File: src/rtl/queue_bank4.sv
// queue_bank4 -- four independent synchronous FIFOs behind the pop scheduler.
//
// Writers push words into the queue selected by push_id. The scheduler pops
// through pop_valid/pop_id, and the popped word appears registered on data_out
// one cycle later, qualified by data_out_valid.
//
// Ports:
//   clk, reset        single clock, synchronous active-high reset
//   push/push_id/data_in      push request into queue push_id
//   pop_valid/pop_id          pop command from the scheduler
//   data_out/data_out_valid   popped word, 1-cycle latency, holds when idle
//   empty[3:0], full[3:0]     per-queue flags, bit n = queue n
//   overflow, underflow       sticky error flags, cleared only by reset
//   almost_full[3:0]          count >= AF_THRESH, only when the macro
//                             QUEUE_BANK_ALMOST_FULL_EN is defined
//
// Flags are registered from the next-state count, so they already describe the
// queue after this cycle's push/pop. A full queue accepts a push in the same
// cycle it is popped; an empty queue rejects the pop even if pushed that cycle.

module queue_bank4_lane #(
  parameter int WIDTH     = 8,
  parameter int DEPTH     = 8,
  parameter int AF_THRESH = 6
) (
  input  logic             clk,
  input  logic             reset,
  input  logic             push,
  input  logic             pop,
  input  logic [WIDTH-1:0] data_in,
  output logic [WIDTH-1:0] head,
`ifdef QUEUE_BANK_ALMOST_FULL_EN
  output logic             almost_full,
`endif
  output logic             empty,
  output logic             full
);
  localparam int AW = $clog2(DEPTH);
  localparam logic [AW:0] FULL_CNT = DEPTH[AW:0];

  logic [WIDTH-1:0] mem [DEPTH];
  logic [AW-1:0]    wptr, rptr;
  logic [AW:0]      count, count_nxt;
  logic             push_ok, pop_ok;

  // A full queue being popped this cycle frees the slot the push lands in.
  assign pop_ok  = pop & ~empty;
  assign push_ok = push & (~full | pop_ok);
  assign head    = mem[rptr];

  always_comb begin
    count_nxt = count;
    case ({push_ok, pop_ok})
      2'b10:   count_nxt = count + 1'b1;
      2'b01:   count_nxt = count - 1'b1;
      default: count_nxt = count;
    endcase
  end

  always_ff @(posedge clk) begin
    if (reset) begin
      wptr  <= '0;
      rptr  <= '0;
      count <= '0;
      empty <= 1'b1;
      full  <= 1'b0;
`ifdef QUEUE_BANK_ALMOST_FULL_EN
      almost_full <= 1'b0;
`endif
    end else begin
      if (push_ok) wptr <= wptr + 1'b1;
      if (pop_ok)  rptr <= rptr + 1'b1;
      count <= count_nxt;
      empty <= (count_nxt == '0);
      full  <= (count_nxt == FULL_CNT);
`ifdef QUEUE_BANK_ALMOST_FULL_EN
      almost_full <= (count_nxt >= AF_THRESH[AW:0]);
`endif
    end
  end

  // Storage has no reset; contents are meaningless until written.
  always_ff @(posedge clk) begin
    if (push_ok && !reset) mem[wptr] <= data_in;
  end
endmodule

module queue_bank4 #(
  parameter int WIDTH     = 8,
  parameter int DEPTH     = 8,
  parameter int AF_THRESH = 6
) (
  input  logic             clk,
  input  logic             reset,
  input  logic             push,
  input  logic [1:0]       push_id,
  input  logic [WIDTH-1:0] data_in,
  input  logic             pop_valid,
  input  logic [1:0]       pop_id,
  output logic [WIDTH-1:0] data_out,
  output logic             data_out_valid,
  output logic [3:0]       empty,
  output logic [3:0]       full,
`ifdef QUEUE_BANK_ALMOST_FULL_EN
  output logic [3:0]       almost_full,
`endif
  output logic             overflow,
  output logic             underflow
);
  logic [3:0][WIDTH-1:0] heads;
  logic                  pop_hit, pop_miss, push_drop;

  for (genvar n = 0; n < 4; n++) begin : g_q
    queue_bank4_lane #(.WIDTH(WIDTH), .DEPTH(DEPTH), .AF_THRESH(AF_THRESH)) u_lane (
      .clk         (clk),
      .reset       (reset),
      .push        (push && (push_id == n[1:0])),
      .pop         (pop_valid && (pop_id == n[1:0])),
      .data_in     (data_in),
      .head        (heads[n]),
`ifdef QUEUE_BANK_ALMOST_FULL_EN
      .almost_full (almost_full[n]),
`endif
      .empty       (empty[n]),
      .full        (full[n])
    );
  end

  assign pop_hit   = pop_valid & ~empty[pop_id];
  assign pop_miss  = pop_valid &  empty[pop_id];
  // A push to a full queue is only dropped when that queue is not popped too.
  assign push_drop = push & full[push_id] & ~(pop_valid && (pop_id == push_id));

  always_ff @(posedge clk) begin
    if (reset) begin
      data_out       <= '0;
      data_out_valid <= 1'b0;
      overflow       <= 1'b0;
      underflow      <= 1'b0;
    end else begin
      data_out_valid <= pop_hit;
      if (pop_hit)   data_out  <= heads[pop_id];
      if (push_drop) overflow  <= 1'b1;
      if (pop_miss)  underflow <= 1'b1;
    end
  end
endmodule

File: config.mk
export PLATFORM = sky130hd
export DESIGN_NAME = queue_bank4
export DESIGN_NICKNAME = d
export VERILOG_FILES = /design/src/rtl/queue_bank4.sv
export SDC_FILE = /design/constraint.sdc
export NUM_CORES = 1
export LEC_CHECK = 0
export ABC_AREA = 0
export BUFFER_PORTS_ARGS = -buffer_cell sky130_fd_sc_hd__buf_2
export CORE_ASPECT_RATIO = 1.75
export CORE_UTILIZATION = 25
export DETAILED_ROUTE_END_ITERATION = 7
export PLACE_DENSITY_LB_ADDON = 0.12
export SETUP_SLACK_MARGIN = 0.02
export SKIP_CTS_REPAIR_TIMING = 1
export SLEW_MARGIN = 30
export SYNTH_ARGS = -nofsm -noshare
export SYNTH_HDL_FRONTEND = slang
export SYNTH_SLANG_ARGS = --single-unit
File: constraint.sdc
create_clock -name clk -period 4.6 [get_ports clk]
set_clock_uncertainty 0.05 [all_clocks]
set_input_delay 0.23 -clock clk [delete_from_list [all_inputs] [get_ports clk]]
set_output_delay 0.23 -clock clk [all_outputs]
set_load 0.05 [all_outputs]
# == Yosys cells after proc, flatten, opt, wreduce, memory -nomap -nowiden ==
# Memories as Yosys holds them, arrays and structs flattened. A register that Yosys moved wholly into a read port is not among the register bits.
# Index checks and enable logic that the tools add are counted.
# totals
reg_bits,59
ramBits,256
input_bits,16
out_inout_bits,19
elab_cells,137
mem_count,4
# classes
add_sub_neg,16
magnitude_cmp,2
eq_ne,19
n_mux,26
n_bitwise,26
reduce_logical,20
# memory_table
name,depth,word_bits,read_ports,rd_ports_with_merged_regs,wr,line_no,source
g_q[0].u_lane.mem,8,8,1,1,1,41,logic [WIDTH-1:0] mem [DEPTH];
g_q[1].u_lane.mem,8,8,1,1,1,41,
g_q[2].u_lane.mem,8,8,1,1,1,41,
g_q[3].u_lane.mem,8,8,1,1,1,41,
# ops
op,count
4-bit case mux with 2 select lines,4
3-bit by 1-bit adder with 3-bit output (second input constant),8
3-bit two-way mux,8
4-bit by 1-bit adder with 4-bit output (second input constant),4
8-bit binary-select mux with 2-bit select,1
2-bit == test (second input constant),8
4-bit == test (second input constant),4
4-bit logical NOT,4
4-bit by 1-bit subtractor with 4-bit output (second input constant),4
1-bit logical AND,13
1-bit bitwise AND,12
2-bit by 1-bit == test with 1-bit output (second input constant),6
1-bit two-way mux,10
1-bit NOT,10
8-bit two-way mux,1
2-bit by 3-bit < comparator with 1-bit output (second input constant),2
1-bit binary-select mux with 2-bit select,2
2-bit logical NOT,2
1-bit bitwise OR,4
2-bit == test,1
1-bit logical NOT,1

# == Longest topological paths before layout ==
# logic_depth
ltp_word,8
mapped_depth,12
mapped_depth_nobuf,11

# == By module ==
# Synthesis repeated with hierarchy kept, for this count alone.
# unflattened
cells_unflattened,756
area_unflattened_um2,13442.9
# by_module_without_submodules
module,n_inst,cells_per_inst,area_each_um2,seq_area_each_um2
queue_bank4_lane at g_q[1].u_lane ...,3,173,3175.5,2222.1
queue_bank4_lane at g_q[0].u_lane,1,172,3176.8,2222.1
queue_bank4,1,65,739.5,220.2

# == Worst setup path after synthesis ==
# OpenSTA, ideal clock, no wires.
# synth_path
path_type,register -> register
start,reg g_q[1].u_lane.empty
end,mem g_q[1].u_lane.mem[4][0] (enable)
setup_ns,0.398
arrival_ns,2.091
t_required_ns,4.152
setup_slack_ns,2.061
path_stages_with_launch,5
path_buffers,0
period_less_slack_ns,2.539
path_cell_list,dfxtp_1 -> nand4bb_1 -> a211oi_2 -> nand2b_1 -> nor4b_1
# synth_via
elab_chain_cells,7
# synth_rtl
item,line_no,source
"start, declared",35,"output logic empty,"
"start signal, assigned",74,empty <= (count_nxt == '0);
1-bit NOT,47,assign pop_ok = pop & ~empty;
1-bit bitwise AND,47,
1-bit bitwise OR,48,assign push_ok = push & (~full | pop_ok);
1-bit bitwise AND,48,
1-bit logical AND,84,if (push_ok && !reset) mem[wptr] <= data_in;
1-bit two-way mux,84,
1-bit two-way mux (not written as such),84,
"end, declared",41,
# Every way passes these cells.

# == Worst setup path in the final report ==
# layout_path
start,reg g_q[1].u_lane.empty
end,reg g_q[1].u_lane.full
# layout_via
elab_chain_cells,7
elab_cells_between_ends,8
classes_between,3 x eq/ne; 1 x mux; 4 x bitwise
# layout_rtl
item,line_no,source
1-bit NOT *,47,
1-bit bitwise AND *,47,
1-bit bitwise OR,48,
1-bit bitwise AND,48,
2-bit by 1-bit == test with 1-bit output or 2-bit == test (tied branches),53,"case ({push_ok, pop_ok})"
4-bit case mux with 2 select lines *,53,
4-bit == test *,75,full <= (count_nxt == FULL_CNT);
"end signal, assigned",75,
"end, declared",36,output logic full
# Every way passes the cells marked *; elsewhere a longest branch is shown, timed or not.
# A chain may end at the register's enable or synchronous reset.

==> flow_summary.json <==
{
  "layout_common_cells": "edfxtp_1, dfxtp_1, nor2_1",
  "synth_area_mm2": 0.0132,
  "maxCapViolations": 0,
  "cts_tree": "yes",
  "drc": 0,
  "wl_per_cell_um": 21.1,
  "synth_cells": 807,
  "worstSetupEndpoint": "g_q[1].u_lane.full$_SDFF_PP0_",
  "async_reset_ff_share_pct": 0,
  "timing.rr.start": "g_q[1].u_lane.empty$_SDFF_PP1_",
  "nNetsFinal": 889,
  "power-per-cell-area_mw_per_mm2": 414,
  "worstPathRequired_ns": 4.96,
  "vias": 6733,
  "synth_ff_type": "edfxtp_1",
  "holdCritPathClass": "primary input to flip-flop",
  "finalInstanceArea_mm2": 0.0153,
  "arrival_ns": 3.36,
  "viasPerCell": 4.34,
  "die_w_um": 175,
  "outcome": "finished with violations",
  "routabilityCongestion": 0.720,
  "area_growth_pct": 16.4,
  "path_clk_slew_ns": 0.07,
  "fin_crit_sh_pct": 65.2,
  "period_needed_ns": 3.00,
  "power.leakage_nw": 4.89,
  "core-area_mm2": 0.0517,
  "fin_tns_setup_ns": 0,
  "worst_pin_slew_ns": 1.03,
  "drt_iter0_drc": 348,
  "dp_hpwl_mm": 21.8,
  "synth.distinct_cells": 53,
  "final_common_cell": "edfxtp_1",
  "critPathKind": "flip-flop to flip-flop",
  "synth_edf_count": 256,
  "h-tree-depth": 2,
  "timing.hold.ws_ns": -0.00224,
  "yosys.area.top_type": "edfxtp_1",
  "synthTopCellsByArea": "edfxtp_1, dfxtp_1, mux4_2",
  "die_y_um": 305,
  "synth_area_per_cell_um2": 16.3,
  "antenna_found_initial": 0,
  "endpoint_kind": "flip-flop",
  "pin_count": 35,
  "max-slew-margin-rel_pct": 31.1,
  "drv_slew": 0,
  "cp_max_fo": 5,
  "synth.net_count": 843,
  "synth_top_area_share_pct": 58.4,
  "synth_warnings": 0,
  "ir_drop_mv": 0.233,
  "ant_nets": 0,
  "cts_made_buffers": 34,
  "insertion_delay_ns": 0.52,
  "antenna_cells": 0,
  "drive_above_1_share_pct": 20.6,
  "yosysSeqAreaShare_pct": 69.2,
  "cts.sinks": 327,
  "startpoint_type": "flip-flop",
  "grt_max_degree": 40,
  "grt_usage_pct": 12.6,
  "die_area_mm2": 0.0536,
  "first_pass_iters": 4,
  "setup_viol": 0,
  "ys_ff_latch": 327,
  "cts-root-buf": "clkbuf_16",
  "ff2ff_path_depth": 11,
  "overflow": 0,
  "violations": "negative hold slack",
  "max_freq_mhz": 333,
  "placed_area_mm2": 0.0141,
  "initial_core_util_pct": 25.4,
  "hold_viol": 1,
  "critPathLaunch": "g_q[1].u_lane.empty$_SDFF_PP1_",
  "rsz0062_at_grt": "no",
  "routed_wl_mm": 32.8,
  "clockBufferDepth": 3,
  "io_buffers": 34,
  "rrSetupSlack_ns": 1.60,
  "grt_pass1_vias": 7243,
  "worst_r2r_endpoint": "g_q[1].u_lane.full$_SDFF_PP0_",
  "grt_pass1_wl_mm": 49.0,
  "rows": 110
}
-- final cells by class --
class,instances,area (um^2)
repair buffers,54,320
multi-input cells,424,3820
inverters,12,45.0
clock inverters,11,144
well taps,672,841
fillers,5255,36400
clock buffers,51,1030
flip-flops and latches,327,9110
-- flip-flops by register name (all words and copies together) (netlist names), named ones only --
signal / count
data_out: 8
data_out_valid: 1
g_q.u_lane.count: 16
g_q.u_lane.empty: 4
g_q.u_lane.full: 4
g_q.u_lane.mem: 256
g_q.u_lane.rptr: 12
g_q.u_lane.wptr: 12
overflow: 1
underflow: 1
-- logic make-up after synthesis --
kind of cell,count (synthesis),synth area share [%]
buffers and inverters,56,1.98
AND/OR/NAND/NOR,170,6.86
flip-flops,327,69.2
multiplexers,108,13.0
adder cells (fa/ha/maj),20,1.90
AO/OA/AOI/OAI,94,4.94
XOR/XNOR,32,2.13
-- Yosys cell counts, types with 2 or more instances --
| cell | number |
|---|---|
| xnor2_1 | 10 |
| a41oi_1 | 2 |
| and3b_1 | 3 |
| nor4bb_1 | 5 |
| and3_1 | 2 |
| xor2_1 | 22 |
| nor4b_1 | 2 |
| a21oi_1 | 17 |
| nor3_1 | 4 |
| nor3b_1 | 6 |
| o21ai_0 | 17 |
| nand4b_1 | 3 |
| a31oi_1 | 7 |
| o21bai_1 | 2 |
| a211oi_1 | 6 |
| a311oi_1 | 4 |
| nand3b_1 | 5 |
| a22oi_1 | 12 |
| nor2b_1 | 9 |
| nand2b_1 | 17 |
| nor2_1 | 65 |
| inv_1 | 11 |
| o221a_2 | 6 |
| o22ai_1 | 8 |
| buf_2 | 12 |
| mux4_2 | 50 |
| nor4_1 | 5 |
| nand4bb_1 | 2 |
| o22a_1 | 2 |
| ha_1 | 20 |
| dfxtp_1 | 71 |
| mux2i_1 | 58 |
| nand2_1 | 29 |
| buf_1 | 5 |
| o31ai_1 | 2 |
| buf_4 | 9 |
| nand3_1 | 7 |
| edfxtp_1 | 256 |
| and2_1 | 2 |
| clkbuf_1 | 17 |
| a31o_2 | 3 |
-- worst min path at each step --
| stage | start | end | slack [ns] | cells past startpoint |
|---|---|---|---|---|
| global route | push | overflow$_SDFFE_PP0P_ | 0.01 | 3 |
| finish | push | overflow$_SDFFE_PP0P_ | -0.002 | 3 |
| detailed placement | underflow$_SDFFE_PP0P_ | underflow$_SDFFE_PP0P_ | 0.41 | 2 |
| floorplan | data_in[0] | g_q[0].u_lane.mem[0][0]$_DFFE_PP_ | 0.28 | 0 |
| CTS | push | overflow$_SDFFE_PP0P_ | -0.04 | 3 |
| global placement | overflow$_SDFFE_PP0P_ | overflow$_SDFFE_PP0P_ | 0.41 | 2 |
-- critical path, cell delays in order (launching register included) --
cell and delay (ns):
dfxtp_1 0.33, nand4bb_1 0.33, a211oi_2 0.51, inv_1 0.14, ha_1 0.27, xor2_1 0.18
ha_1 0.20, a21oi_1 0.15, xor2_1 0.17, nor2_1 0.07, xnor2_1 0.23, nor4bb_1 0.27
-- per-stage QoR --
stage / power, mW / std cells / worst slack (ns) / utilization (%) / hold WS [ns]
after floorplan: 3.42 / 807 / 2.06 / - / 0.279
after global placement: 3.53 / 1489 / 1.61 / 27.3 / 0.411
after detailed placement: 3.53 / 1489 / 1.53 / 27.3 / 0.412
after CTS: 6.46 / 1551 / 1.56 / 29.6 / -0.0437
after global routing: 6.57 / 1551 / 1.29 / 29.6 / 0.0133
final: 6.34 / 1551 / 1.60 / 29.6 / -0.00224
-- power breakdown --
group	leakage [nW]	switching [mW]	internal, mW	total (mW)
clock	0.563	1.16	1.73	2.88
combinational	1.45	0.164	0.0694	0.234
sequential	2.88	0.0221	3.20	3.23
-- metal layers --
metal	vias to the layer above	part of all wire, %	track usage (%)
li1	3216	-	-
met1	3374	40	14.8
met2	104	54	22.9
met3	39	2.9	1.69
met4	0	3.0	4.93
met5	-	0	0
Note: power is estimated with default switching activity, not from simulation.
